**src/rtl/l2_arbiter.sv**
```systemverilog
// Two-port arbiter in front of the L2 L1-side port: picks a requester, latches its
// command, holds it on L2 until hit or timeout, then pulses ack/err/rdata back.
module l2_arbiter #(
  parameter int N            = 32,
  parameter int WORDSPERLINE = 2,
  parameter int FIXED_PRIO   = 0,
  parameter int TIMEOUT      = 64
) (
  input  logic                      clk,
  input  logic                      rst,
  input  logic                      p0_req,
  input  logic                      p0_we,
  input  logic [N-1:0]              p0_addr,
  input  logic [WORDSPERLINE*N-1:0] p0_wdata,
  output logic                      p0_ack,
  output logic                      p0_err,
  output logic [WORDSPERLINE*N-1:0] p0_rdata,
  input  logic                      p1_req,
  input  logic                      p1_we,
  input  logic [N-1:0]              p1_addr,
  input  logic [WORDSPERLINE*N-1:0] p1_wdata,
  output logic                      p1_ack,
  output logic                      p1_err,
  output logic [WORDSPERLINE*N-1:0] p1_rdata,
  output logic [N-1:0]              l2_addr,
  output logic [WORDSPERLINE*N-1:0] l2_data_in,
  output logic                      l2_re,
  output logic                      l2_we,
  input  logic [WORDSPERLINE*N-1:0] l2_data_out,
  input  logic                      l2_hit,
  output logic                      grant_id,
  output logic                      busy,
  output logic                      timeout_flag,
  input  logic                      err_clr
);

  // state   | meaning
  // IDLE    | no owner; arbitrate and latch the winner's command
  // GNT     | latched command driven to L2, waiting for hit or timeout
  // RELEASE | one cycle with L2 port deasserted; ack pulse visible
  typedef enum logic [1:0] {IDLE, GNT, RELEASE} state_t;

  localparam int LW = WORDSPERLINE * N;
  localparam int CW = (TIMEOUT > 1) ? $clog2(TIMEOUT) : 1;
  localparam logic [CW-1:0] CNT_LAST = CW'(TIMEOUT - 1);

  state_t        state;
  logic          last_grant;
  logic          winner;
  logic          cmd_we;
  logic [N-1:0]  cmd_addr;
  logic [LW-1:0] cmd_wdata;
  logic [CW-1:0] cnt;
  logic [LW-1:0] hit_rdata;

  always_comb begin
    winner = 1'b0;
    if (p0_req && p1_req) begin
      winner = (FIXED_PRIO != 0) ? 1'b0 : ~last_grant;
    end else if (p1_req) begin
      winner = 1'b1;
    end
  end

  // writes return an all-zero line even though L2 is read-enabled
  assign hit_rdata = cmd_we ? '0 : l2_data_out;

  assign l2_re      = (state == GNT);
  assign l2_we      = l2_re & cmd_we;
  assign l2_addr    = l2_re ? cmd_addr : '0;
  assign l2_data_in = l2_re ? cmd_wdata : '0;
  assign busy       = (state != IDLE);

  always_ff @(posedge clk or negedge rst) begin
    if (!rst) begin
      state        <= IDLE;
      last_grant   <= 1'b1;
      grant_id     <= 1'b0;
      cmd_we       <= 1'b0;
      cmd_addr     <= '0;
      cmd_wdata    <= '0;
      cnt          <= '0;
      p0_ack       <= 1'b0;
      p0_err       <= 1'b0;
      p0_rdata     <= '0;
      p1_ack       <= 1'b0;
      p1_err       <= 1'b0;
      p1_rdata     <= '0;
      timeout_flag <= 1'b0;
    end else begin
      p0_ack   <= 1'b0;
      p0_err   <= 1'b0;
      p0_rdata <= '0;
      p1_ack   <= 1'b0;
      p1_err   <= 1'b0;
      p1_rdata <= '0;
      if (err_clr) timeout_flag <= 1'b0;

      case (state)
        IDLE: begin
          if (p0_req || p1_req) begin
            state      <= GNT;
            grant_id   <= winner;
            last_grant <= winner;
            cmd_we     <= winner ? p1_we : p0_we;
            cmd_addr   <= winner ? p1_addr : p0_addr;
            cmd_wdata  <= winner ? p1_wdata : p0_wdata;
            cnt        <= '0;
          end
        end
        GNT: begin
          if (l2_hit) begin
            state <= RELEASE;
            if (grant_id) begin
              p1_ack   <= 1'b1;
              p1_rdata <= hit_rdata;
            end else begin
              p0_ack   <= 1'b1;
              p0_rdata <= hit_rdata;
            end
          end else if (cnt == CNT_LAST) begin
            // set outranks a same-cycle err_clr
            state        <= RELEASE;
            timeout_flag <= 1'b1;
            if (grant_id) begin
              p1_ack <= 1'b1;
              p1_err <= 1'b1;
            end else begin
              p0_ack <= 1'b1;
              p0_err <= 1'b1;
            end
          end else begin
            cnt <= cnt + 1'b1;
          end
        end
        RELEASE: begin
          state    <= IDLE;
          grant_id <= 1'b0;
          cnt      <= '0;
        end
        default: state <= IDLE;
      endcase
    end
  end

endmodule

```
**config.mk**
```make
export PLATFORM = sky130hd
export DESIGN_NAME = l2_arbiter
export DESIGN_NICKNAME = d
export VERILOG_FILES = /design/src/rtl/l2_arbiter.sv
export SDC_FILE = /design/constraint.sdc
export NUM_CORES = 1
export LEC_CHECK = 0
export ABC_AREA = 1
export ABC_CLOCK_PERIOD_IN_PS = 2120
export BUFFER_PORTS_ARGS = -buffer_cell sky130_fd_sc_hd__buf_2
export CAP_MARGIN = 5
export CORE_AREA = 2 2 196 198
export CTS_BUF_LIST = sky130_fd_sc_hd__clkbuf_4 sky130_fd_sc_hd__clkbuf_8
export DETAILED_ROUTE_END_ITERATION = 8
export DIE_AREA = 0 0 198 200
export PLACE_DENSITY = 0.49
export SLEW_MARGIN = 30
export SYNTH_ARGS = -nofsm -noshare
export SYNTH_HDL_FRONTEND = slang
export SYNTH_SLANG_ARGS = --single-unit
```
**constraint.sdc**
```tcl
create_clock -name clk -period 2.12 [get_ports clk]
set_input_delay 0.424 -clock clk [delete_from_list [all_inputs] [get_ports clk]]
set_output_delay 0.424 -clock clk [all_outputs]
set_load 0.02 [all_outputs]
```
==> flow_metrics.tcl, run 1 <==
set metrics [dict create \
    die_w_um 198 \
    yosys.area_share.simple_pct 24.8 \
    htree_levels 2 \
    first_global_vias 9915 \
    grt_usage_pct 17.6 \
    ys_seq_area_share_pct 60.9 \
    synth-async-reset-ratio_pct 100 \
    ff_latch_area_mm2 0.00601 \
    synth.avg_cell_area_um2 8.45 \
    netlist_instances 1168 \
    portBuffers 496 \
    finalPower_w 0.0219 \
    clkPwrFrac_pct 19.6 \
    fin_worst_skew_ns 0.0173 \
    crit_family "buffers and inverters" \
    synthMuxAreaShare_pct 0 \
    violations "setup timing" \
    wl_per_cell_um 16.6 \
    ys_warn_count 0 \
    status "finished with violations" \
    rows 71 \
    hold_class "in -> reg" \
    start_util_pct 26.4 \
    path_clk_slew_ns 0.06 \
    critPathRequiredTime_ns 1.70 \
    holdPathEnd "p0_rdata[20]" \
    nFillCells 3820 \
    min_period_ns 2.16 \
    nets 1962 \
    final_common_cell "buf_2" \
    globalRouteOverflowTotal 0 \
    drt-initial-drc-count 385 \
    cp_slowest_stage_delay_ns 0.37 \
    synth_compound_gate_area_share_pct 6.30 \
    drc_errors 0 \
    hold-worst-slack_ns 0.0936 \
    slowest_stage "dfrtp_1" \
    gp_congestion 0.798 \
    ir_drop_v 0.000737 \
    startpoint "state[1]" \
    drtPass1Iterations 5 \
    multiInputGateArea_mm2 0.00368 \
    final_max_slew_viol_count 0 \
    dr_total_vias 9709 \
    grt_max_degree 82 \
    dieArea_mm2 0.0396 \
    reg2reg_depth 7 \
    finalSetupViolations 48 \
    hold_path_depth 3 \
    cts_buffers 41 \
    ys.flop_type "dfrtp_1" \
    routed_via_density 4.34 \
    critPathKind "reg -> out" \
    antennaDiodeCount 0 \
    cts_tree "yes" \
    swShare_pct 41.4 \
    synth_edf_count 0 \
    worstSkewPairLatency_ns 0.57 \
    synth_top_family_by_area "simple AND/OR/NAND/NOR gates" \
    power.share.sequential_pct 29.1 \
    grt_pass1_wl_mm 54.0 \
    core_area_mm2 0.0374 \
    ant_nets 0 \
    intPower_w 0.0129 \
    rsz0062_at_grt "true" \
    worstSetupEndpointType "output pin" \
    layout_common_cells "buf_2 (398), nand2_1 (291), nor2_1 (239), dfrtp_1 (238), inv_1 (109)" \
    critPathBufInv 4 \
    root_buffer "clkbuf_8" \
    cap_violations 0 \
    power_density_mw_per_mm2 1410 \
    wl_mm 37.0 \
    clk_path_buf_depth 3 \
    crit_arrival_ns 1.74 \
    worst_slew_pin_slew_ns 0.568 \
    syn_area_mm2 0.00986 \
    dp_hpwl_mm 25.0 \
    cp_max_fo 14 \
    clock-sinks 240 \
    holdCritStartpoint "l2_data_out[20]" \
    timing.rr.end "p0_rdata[57]" \
    synth_xor_area_share_pct 0 \
    start_kind "flip-flop" \
    synthAdderAreaFrac_pct 0.127 \
    syn2layout_area_growth_pct 57.7 \
    finalCoreUtilization_pct 41.6 \
    top_level_ports 497 \
    reg2reg_slack_ns 0.25 \
    hold_viol 0 \
    synth_cell_types 20 \
    path_common_cell "buf_16" \
    power_switching_w 0.00908 \
    drive_gt1_share_pct 42.4 \
    slew_headroom_pct 62.2 \
    die_h_um 200 \
    place_ws_ns 0.332 \
    final_critical_path_setup_slack_ns -0.0433 \
    timing.rr.start "state[1]" \
    critical_path.cell_chain "inv_2 > nand2_8 > buf_16 > buf_16 > nor2_2 > buf_6" \
    finalCritPeriodShare_pct 102 \
    antenna_found_initial 5 \
    synth_seq_cells 240 \
    synth_nets 1433 \
    max_freq_ghz 0.462 \
    power.share.combinational_pct 51.4 \
    leakage_nw 8.42 \
]
==> how the worst max path moves through the flow <==
| stage | end | cells past startpoint |
|---|---|---|
| after detailed placement | cnt[3] | 8 |
| final | l2_data_in[13] | 6 |
| after floorplan | l2_addr[10] | 5 |
| after CTS | l2_data_in[5] | 6 |
| after global placement | cmd_wdata[7] | 7 |
| after global routing | l2_data_in[13] | 6 |
==> state kept, by name, indices dropped and copies added, names as in the netlist, 2 cells and up <==
name	cells
p0_rdata	64
cmd_wdata	64
cmd_addr	32
state	2
p1_rdata	64
cnt	6
==> area by class of cell <==
| type | count | area share, % |
|---|---|---|
| Tap cell | 511 | 4.11 |
| Inverter | 113 | 2.73 |
| Sequential cell | 240 | 38.6 |
| Multi-Input combinational cell | 744 | 23.6 |
| Timing Repair Buffer | 557 | 25.5 |
| Clock inverter | 8 | 0.306 |
| Clock buffer | 62 | 5.08 |
==> metrics by stage <==
| step | std cells | setup TNS, ns | cell area [µm²] |
|---|---|---|---|
| after detailed placement | 2144 | 0 | 13200 |
| after CTS | 2226 | -8.04 | 14800 |
| after global placement | 2144 | 0 | 13200 |
| final | 2235 | -0.577 | 15600 |
| after floorplan | 1168 | 0 | 9860 |
| after global routing | 2235 | -8.82 | 15600 |
==> power groups by stage <==
stage	clock network (W)	logic (W)	registers, W
2_1_floorplan	0	0.00477	0.00650
3_3_place_gp	0	0.00780	0.00640
3_5_place_dp	0	0.00784	0.00643
4_1_cts	0.00446	0.00969	0.00637
5_1_grt	0.00464	0.0122	0.00654
6_report	0.00429	0.0113	0.00638
==> synth_stat cells (all sizes together) (2+ instances only) <==
library cell	number	area, µm²
clkbuf	21	78.8
buf	50	273
inv	112	420
dfrtp	239	5980
nand3	12	70.1
nor2	336	1260
nand2	293	1100
a31oi	97	607
o21ai	2	10.0
==> cell families (layout without fill, tap and decap cells) <==
logic type,count (synthesis),after routing
and+or+nand+nor,643,643
buffers and inverters,184,740
DFF,240,240
AOI/OAI and AO/OA,100,100
adders and majority gates,1,1
==> routing by layer <==
metal | track usage (%) | share of wire (%) | up-vias
met5 | 0 | 0.14 | -
met2 | 29.4 | 48 | 431
met1 | 21.4 | 40 | 4558
met3 | 4.86 | 8.1 | 74
li1 | - | - | 4638
met4 | 7.80 | 3.2 | 8
==> tightest hold or removal path: cells and delay by family <==
| family | cells | cell delay [ns] |
|---|---|---|
| simple gates | 2 | 0.11 |
| buf+inv | 1 | 0.09 |
==> timing repair <==
item	4_1_cts	5_1_grt
endpoints found under the setup margin	59	97
hold buffers	2	0
gates cloned	6	6
gates resized for setup	199	156
buffers inserted	4	3
hold endpoints to repair	58	0
pin swaps	1	4
(Power assumes the default switching activity.)
==> inputs of run 2 (changes only) <==
--- a/config.mk
+++ b/config.mk
@@ -14,6 +14,7 @@
 export DETAILED_ROUTE_END_ITERATION = 8
 export DIE_AREA = 0 0 198 200
 export PLACE_DENSITY = 0.49
+export SETUP_SLACK_MARGIN = 0.2
 export SLEW_MARGIN = 30
 export SYNTH_ARGS = -nofsm -noshare
 export SYNTH_HDL_FRONTEND = slang
==> flow_metrics.tcl, run 2 (synthesized netlist as in run 1, its figures left out) <==
set metrics [dict create \
    place_ws_ns 0.332 \
    finalSetupViolations 43 \
    portBuffers 496 \
    critPathKind "reg -> out" \
    hold_path_depth 3 \
    worst_slew_pin_slew_ns 0.570 \
    cp_slowest_stage_delay_ns 0.37 \
    slowest_stage "dfrtp_1" \
    reg_top3 "cmd_wdata x64, p0_rdata x64, p1_rdata x64" \
    start_util_pct 26.4 \
    crit_arrival_ns 1.75 \
    cts_buffers 41 \
    routed_via_density 4.33 \
    path_depth 6 \
    root_buffer "clkbuf_8" \
    dp_hpwl_mm 25.0 \
    rows 71 \
    rsz0062_at_grt "true" \
    critical_path.cell_chain "inv_2 > nand2_8 > buf_16 > buf_16 > nor2_2 > buf_6" \
    status "finished with violations" \
    gp_congestion 0.798 \
    antenna_found_initial 5 \
    nFillCells 3821 \
    power.share.sequential_pct 28.8 \
    ff_latch_area_mm2 0.00601 \
    first_global_vias 9946 \
    ant_nets 0 \
    clock-sinks 240 \
    drtPass1Iterations 4 \
    start_kind "flip-flop" \
    die_h_um 200 \
    reg2reg_slack_ns 0.38 \
    syn2layout_area_growth_pct 58.8 \
    drt-initial-drc-count 340 \
    core_area_mm2 0.0374 \
    critPathBufInv 4 \
    layout_common_cells "buf_2 (396), nand2_1 (290), nor2_1 (239), dfrtp_1 (238), inv_1 (108)" \
    path_clk_slew_ns 0.06 \
    power_density_mw_per_mm2 1410 \
    hold_class "in -> reg" \
    finalCritPeriodShare_pct 102 \
    nets 1965 \
    grt_max_degree 82 \
    globalRouteOverflowTotal 0 \
    path_common_cell "buf_16" \
    timing.rr.start "state[1]" \
    finalPower_w 0.0221 \
    wl_mm 36.9 \
    drc_errors 0 \
    cts_tree "yes" \
    die_w_um 198 \
    clkPwrFrac_pct 19.4 \
    leakage_nw 8.43 \
    swShare_pct 41.4 \
    endpoint "l2_data_in[13]" \
    ir_drop_v 0.000815 \
    critPathRequiredTime_ns 1.70 \
    slew_headroom_pct 62.0 \
    timing.rr.end "p0_ack" \
    worstSkewPairLatency_ns 0.57 \
    power_switching_w 0.00916 \
    startpoint "state[1]" \
    clk_path_buf_depth 3 \
    top_level_ports 497 \
    wl_per_cell_um 16.5 \
    violations "setup timing" \
    holdCritStartpoint "l2_data_out[20]" \
    hold_viol 0 \
    drive_gt1_share_pct 42.6 \
    power.share.combinational_pct 51.8 \
    max_freq_ghz 0.461 \
    final_max_slew_viol_count 0 \
    cap_violations 0 \
    final_common_cell "buf_2" \
    min_period_ns 2.17 \
    crit_family "buffers and inverters" \
    grt_pass1_wl_mm 54.0 \
    worstSetupEndpointType "output pin" \
    reg2reg_depth 9 \
    htree_levels 2 \
    multiInputGateArea_mm2 0.00372 \
    fin_worst_skew_ns 0.0195 \
    cp_max_fo 14 \
    dr_total_vias 9705 \
    grt_usage_pct 17.6 \
    intPower_w 0.0130 \
    final_critical_path_setup_slack_ns -0.0504 \
    dieArea_mm2 0.0396 \
]
-- run 2: changes by cell type in the layout (fill, tap and decap cells not counted), sizes merged --
cell      change
clkinvlp      +1
bufbuf        -1
inv           -1
buf           +4
diode         +1
-- run 2: through the flow --
| stage | cell area [µm²] | util (%) | instances | TNS (ns) | hold slack, ns |
|---|---|---|---|---|---|
| 2_1_floorplan | 9860 | - | 1168 | 0 | 0.128 |
| 3_3_place_gp | 13200 | 35.2 | 2144 | 0 | 0.439 |
| 3_5_place_dp | 13200 | 35.2 | 2144 | 0 | 0.440 |
| 4_1_cts | 14900 | 39.8 | 2228 | -7.57 | 0.0380 |
| 5_1_grt | 15700 | 41.9 | 2238 | -8.34 | 0.0616 |
| 6_report | 15700 | 41.9 | 2239 | -0.605 | 0.0921 |
-- run 2: worst min path at each step --
stage	slack, ns	end
floorplan	0.13	cmd_addr[0]
global placement	0.44	p0_rdata[16]
detailed placement	0.44	p0_rdata[4]
CTS	0.04	cmd_wdata[3]
global route	0.06	p0_rdata[36]
finish	0.09	p0_rdata[20]
-- run 2: cell type report --
class                      count  area share (%)
antenna                        1          0.0160
tap                          511            4.08
sequential                   240            38.4
multi-input combinational    744            23.8
inverter                     113            2.73
timing repair buffer         560            25.7
clock inverter                 8           0.304
clock buffer                  62            5.05
-- run 2: routing by layer --
layer  up-vias  part of all wire (%)  global-route usage [%]
met5         -                  0.14                       0
met4         8                   2.7                    7.85
li1       4648                     -                       -
met1      4527                    40                    21.4
met3        72                   8.4                    4.91
met2       450                    49                    29.4
-- run 2: power groups by stage --
stage | logic (W) | clock network (W) | registers [W]
2_1_floorplan | 0.00477 | 0 | 0.00650
3_3_place_gp | 0.00780 | 0 | 0.00640
3_5_place_dp | 0.00784 | 0 | 0.00643
4_1_cts | 0.00991 | 0.00446 | 0.00638
5_1_grt | 0.0124 | 0.00463 | 0.00654
6_report | 0.0115 | 0.00429 | 0.00638
-- run 2: worst min-delay path, cell delays in order --
cell	delay, ns
buf_2	0.09
nand2_1	0.07
nor2_1	0.04
-- run 2: repair_timing --
item                                    in CTS  in global routing
hold buffers                                 2                  0
setup buffers                                6                  4
endpoints found under the setup margin      99                 98
cloned                                       6                  6
gates resized for setup                    223                152
pin swaps                                    2                  4
hold endpoints to repair                    58                  0
